### src/rtl/fifo.sv
// Synchronous single-clock FIFO with one request per cycle selected by wr_rd.
// Storage is a DEPTH x DATA_WIDTH array, addressed by wrapping write/read
// pointers. An occupancy counter drives the full/empty flags, and read data
// is registered.
//
// Request semantics: on every rising clk edge with rstn=1, exactly one request
// is presented. If wr_rd=1 it is a write, accepted only when full=0. If wr_rd=0
// it is a read, accepted only when empty=0. A refused request has no effect at
// all. An accepted read updates data_out at that same edge.
module fifo #(
    parameter int DATA_WIDTH = 8,
    parameter int DEPTH      = 16
) (
    input  logic                  clk,
    input  logic                  rstn,
    input  logic                  wr_rd,
    input  logic [DATA_WIDTH-1:0] data_in,
    output logic                  full,
    output logic                  empty,
    output logic [DATA_WIDTH-1:0] data_out
);

    // Pointers are log2(DEPTH) bits, so modulo-DEPTH wrap comes for free.
    // The count needs one more bit so it can represent DEPTH itself.
    localparam int AW    = $clog2(DEPTH);
    localparam int CNT_W = AW + 1;

    localparam logic [CNT_W-1:0] CNT_FULL = CNT_W'(DEPTH);

    logic [DATA_WIDTH-1:0] mem_q [DEPTH];

    logic [AW-1:0]         wr_ptr_q,   wr_ptr_d;
    logic [AW-1:0]         rd_ptr_q,   rd_ptr_d;
    logic [CNT_W-1:0]      count_q,    count_d;
    logic [DATA_WIDTH-1:0] data_out_q, data_out_d;

    logic wr_en;
    logic rd_en;

    // Flag decode reflects the state left by the most recent edge.
    always_comb begin
        full  = (count_q == CNT_FULL);
        empty = (count_q == '0);
    end

    // Qualify the single request against the current flags.
    always_comb begin
        wr_en = 1'b0;
        rd_en = 1'b0;
        if (wr_rd) begin
            wr_en = !full;
        end else begin
            rd_en = !empty;
        end
    end

    // Next-state for pointers, count and the read data register.
    always_comb begin
        wr_ptr_d   = wr_ptr_q;
        rd_ptr_d   = rd_ptr_q;
        count_d    = count_q;
        data_out_d = data_out_q;
        if (wr_en) begin
            wr_ptr_d = wr_ptr_q + 1'b1;
            count_d  = count_q + 1'b1;
        end
        if (rd_en) begin
            data_out_d = mem_q[rd_ptr_q];
            rd_ptr_d   = rd_ptr_q + 1'b1;
            count_d    = count_q - 1'b1;
        end
    end

    // Control state register. Reset wins over any request in the same cycle.
    always_ff @(posedge clk) begin
        if (!rstn) begin
            wr_ptr_q   <= '0;
            rd_ptr_q   <= '0;
            count_q    <= '0;
            data_out_q <= '0;
        end else begin
            wr_ptr_q   <= wr_ptr_d;
            rd_ptr_q   <= rd_ptr_d;
            count_q    <= count_d;
            data_out_q <= data_out_d;
        end
    end

    // Storage write port. Contents are not reset: after a reset the old
    // entries become unreachable because both pointers and the count restart.
    always_ff @(posedge clk) begin
        if (rstn && wr_en) begin
            mem_q[wr_ptr_q] <= data_in;
        end
    end

    assign data_out = data_out_q;

    // Structural invariants tying the count to the flags.
    a_count_range : assert property (@(posedge clk) disable iff (!rstn)
        count_q <= CNT_FULL);
    a_flags_exclusive : assert property (@(posedge clk) disable iff (!rstn)
        !(full && empty));
    a_ptr_distance : assert property (@(posedge clk) disable iff (!rstn)
        (count_q == CNT_FULL || count_q == '0) ? (wr_ptr_q == rd_ptr_q)
                                                : (wr_ptr_q != rd_ptr_q));

endmodule

### config.mk
export PLATFORM = sky130hd
export DESIGN_NAME = fifo
export DESIGN_NICKNAME = d
export VERILOG_FILES = /design/src/rtl/fifo.sv
export SDC_FILE = /design/constraint.sdc
export NUM_CORES = 1
export LEC_CHECK = 0
export BUFFER_PORTS_ARGS = -buffer_cell sky130_fd_sc_hd__buf_2
export CAP_MARGIN = 10
export CORE_ASPECT_RATIO = 0.8
export CORE_MARGIN = 10
export CORE_UTILIZATION = 40
export CTS_CLUSTER_DIAMETER = 40
export CTS_CLUSTER_SIZE = 20
export DETAILED_ROUTE_END_ITERATION = 7
export PLACE_DENSITY = 0.59
export SYNTH_ARGS = -nofsm -noshare
export SYNTH_HDL_FRONTEND = slang
export SYNTH_SLANG_ARGS = --single-unit
### constraint.sdc
create_clock -name clk -period 3.01 [get_ports clk]
set_input_delay 0.1505 -clock clk [delete_from_list [all_inputs] [get_ports clk]]
set_output_delay 0.1505 -clock clk [all_outputs]
set_load 0.1 [all_outputs]
# == After elaboration in Yosys (flattened, before gate mapping) ==
# Memories as Yosys holds them, arrays and structs flattened. A register that Yosys moved wholly into a read port is not among the register bits.
# Cells that the tools add are included.
# Widths: inputs -> output; s select.
# word_totals
mem_bits_rw,128
n_memories,1
reg_bits,13
inputBits,11
out_inout_bits,10
# mem_list
name,words,width,rd,rd_clocked_by_memory_dff,wr,line,text
mem_q,16,8,1,1,1,30,logic [DATA_WIDTH-1:0] mem_q [DEPTH];
# op_classes
n_eq_ne,1
mux,6
n_reduce_logical,6
addsub,4
# ops
operator,n
$mux 5,2
$add 4x1->4 const B,2
$add 5x1->5 const B,1
$eq 5x5->1 const B,1
$logic_not 5->1,1
$sub 5x1->5 const B,1
$mux 1,4
$logic_not 1->1,3
$reduce_bool 2->1,1
$logic_and 1x1->1,1

# == Logic depth before layout (Yosys ltp) ==
# logic_depth
ltp_word,6
depth_mapped,10
depth_no_buf,8

# == Worst setup path after synthesis ==
# Ideal clock, no wire load.
# synth_timing
path_type,register to register
from,reg count_q[0]
to,reg count_q[4]
path_stages_with_launch,11
slack_ns,0.497
arrival_ns,2.378
path_cell_list,dfxtp_1 > or4_1 > buf_2 > o21ai_4 > inv_2 > buf_6 > ha_1 > nor2b_1 > o21ai_0 > a2111oi_0 > nor4bb_1
# synth_between
elab_chain_cells,4
word_cells_on_any_way,11
# synth_rtl
element,line,text
"start, declared",34,"logic [CNT_W-1:0] count_q, count_d;"
"start signal, assigned",84,count_q <= count_d;
$logic_not 5->1 (*),43,empty = (count_q == '0);
$logic_not 1->1 (*),53,rd_en = !empty;
$mux 1 (*),50,if (wr_rd) begin
named net rd_en,38,logic rd_en;
$mux 5 / $reduce_bool 2->1 (equally long branches),n/a,
# The timed path passes the listed nets; every way through them passes the cells marked *. The select of a mux whose other input is x is not followed.
# A chain may end at the register's enable or synchronous reset.

# == Worst setup path after layout ==
# layout_timing
from,reg count_q[0]
to,reg count_q[4]
# layout_between
elab_chain_cells,4
word_cells_on_any_way,11
# layout_rtl
element
"parallel branches: the longest is 4 deep, another holds $add 5x1->5"
# Several ways; the timed one is not identified. The select of a mux whose other input is x is not followed.

==> results.toml <==
[clocking]
tritoncts = "done"
worstSkewPairLatency_ns = 0.43
post_cts_buffers = 0
numCtsBuffers = 17
hold_buffers = 0
cts_max_level = 4
root_buffer = "clkbuf_16"
clock_path_buffers = 2
post_cts_resized = 0
cts_sinks = 149
path_clk_slew_ns = 0.07

[final_layout]
syn_to_final_growth_pct = 16.9
layout.nets = 414
antennaDiodeCount = 0
drive_gt1_share_pct = 24.1
n_fill_cell = 1227

[worst_setup_path]
critical_path_required_ns = 3.31
crit_path_max_incr_delay_ns = 0.69
crit_chain = "or4_1, o21ai_4, inv_2, ha_1, nor2b_1, o21ai_0, a2111oi_0, nor4bb_1"
cp_slowest_cell = "or4_1"
worst_setup_path_end_kind = "register"
crit_buf_inv = 1
worst-path-max-fanout = 13
cp_top_family = "simple AND/OR/NAND/NOR gates"
ff2ff_setup_slack_ns = 0.22
worst_ep_arrival_time_ns = 3.10
critPathLaunchType = "register"
path_class = "register to register"

[floorplanning]
rows = 39
die_area_sq_mm = 0.0202
die_h_um = 129
num_io_pins = 21
core-area_sq_mm = 0.0144
die_w_um = 157
start_util_pct = 41.3

[timing]
fin_crit_ns = 2.79
final_hold_viol_count = 0
slew_viol_final = 0
setup_viol = 0
hold_slack_ns = 0.136
fmax_ghz = 0.358
rsz0062_at_grt = "false"
skew_ns = 0.00906
worst_pin_slew_ns = 0.819
relSlewSlack_pct = 45.2
fin_crit_sh_pct = 92.8
fin_tns_setup_ns = 0

[yosys]
syn-cell-area_sq_mm = 0.00596
ys_ff_latch = 149
synth_cell_types = 43
async_flop_share_pct = 0
synth-adder-area-share_pct = 2.01
synth_xor_area_share_pct = 1.03
synth.net_count = 378
synth_warnings = 0
synth_mux_area_share_pct = 11.6
synth-main-ff-cell = "edfxtp_1"
synth_compound_area_share_pct = 6.40
syn_area_per_cell_sq_um = 16.7
yosys.area_share.simple_pct = 5.20
syn_inst = 358
synth_seq_area_share_pct = 71.5
synth_top_family_by_area = "multiplexers"
synth-edff-count = 128

[placed_design]
port_buffers = 20
gp_congestion = 0.799
dp_hpwl_um = 8320

[route]
firstDrtPassIters = 5
final_antenna_net_count = 0
drtIter0Drc = 279
wirelength_um = 12800
drcViolationCount = 0
route.vias.total = 3232
vias_per_cell = 5.47
post_drt_wl_per_cell_um = 21.7

[grt]
antenna_found_initial = 0
grt_max_degree = 38
grt.total_usage_pct = 13.6
gr-total-overflow = 0
grt_pass1_wl_um = 20200
grt_pass1_vias = 3351

[power]
powerDensity_mw_per_mm2 = 894
p_leak_nw = 2.27
ir_drop_mv = 0.784

[run]
cap_violations = 0

[run_status]
status = "finished clean"

[worst_hold_path]
min_path_type = "input pin to register"
-- per-layer routing --
metal / routed length (um) / GRT usage, % / vias to the layer above
li1: - / - / 1477
met1: 5990 / 18.5 / 1654
met2: 5670 / 20.0 / 87
met3: 1080 / 5.16 / 14
met4: 106 / 3.49 / 0
met5: 0 / 0 / -
-- synthesized netlist by cell type, drive strengths merged (8+ instances only) --
library cell | number | share of area [%]
a21oi | 10 | 0.90
a22oi | 8 | 1.0
buf | 12 | 1.2
clkbuf | 9 | 0.61
dfxtp | 21 | 7.0
edfxtp | 128 | 64
ha | 8 | 1.7
inv | 8 | 0.50
mux2i | 33 | 5.5
mux4 | 16 | 6.0
nor2 | 19 | 1.2
nor3 | 13 | 1.1
o21ai | 11 | 1.5
o22ai | 16 | 1.7
-- power by group --
part	internal, W	switching (W)
clock	0.00140	0.000853
combinational	0.000442	0.00105
sequential	0.00236	0.000122
total	0.00420	0.00203
-- flip-flops by register name, summed over array words and instances, names as in the netlist --
signal    count
count_q       5
data_out      8
mem_q       128
rd_ptr_q      4
wr_ptr_q      4
-- logic make-up (layout without fill, tap and decap cells) --
logic type | Yosys count | after routing
mux | 49 | 49
fa+ha+maj | 9 | 9
compound gates | 54 | 54
xor+xnor | 7 | 7
flops | 149 | 149
buf+inv | 29 | 78
simple gates | 61 | 61
-- path summary, 6_finish.rpt --
kind / from / endpoint / cells past startpoint
setup / recovery: count_q[0] / count_q[4] / 8
hold / removal: data_in[3] / mem_q[14][3] / 1
setup reg to reg: count_q[0] / count_q[4] / 8
hold reg to reg: count_q[0] / count_q[0] / 1
-- cells in the final DEF, fill, tap and decap left out, types with 9 or more instances in the layout --
cell,n
nor3_1,12
mux2i_1,33
edfxtp_1,128
a21oi_1,9
buf_2,20
mux4_2,16
dfxtp_1,20
nor2_1,19
buf_4,17
clkbuf_16,17
o22ai_1,16
-- worst reg2reg max path, cell delays in order, from the launching register on --
cell and delay, ns:
dfxtp_1 0.34, or4_1 0.69, o21ai_4 0.20, inv_2 0.16, ha_1 0.36, nor2b_1 0.17, o21ai_0 0.17, a2111oi_0 0.48
nor4bb_1 0.11
-- metrics by stage --
step | setup WS, ns | power, W | util (%) | instance area, sq um | cells
global route | 0.0183 | 0.00650 | 48.3 | 6970 | 591
floorplan | 0.497 | 0.00371 | - | 5960 | 358
finish | 0.215 | 0.00623 | 48.3 | 6970 | 591
CTS | 0.254 | 0.00627 | 48.2 | 6970 | 591
global placement | 0.375 | 0.00400 | 43.9 | 6340 | 559
detailed placement | 0.289 | 0.00403 | 43.9 | 6340 | 559
-- area by class of cell --
class                      count  area, sq um  area share [%]
clock inverter                14          200            2.87
tap                          184          230            3.30
inverter                       8         30.0           0.431
clock buffer                  18          429            6.16
timing repair buffer          38          248            3.55
sequential                   149         4270            61.2
multi-input combinational    180         1570            22.5
No activity file was read; power rests on OpenSTA's default activity.
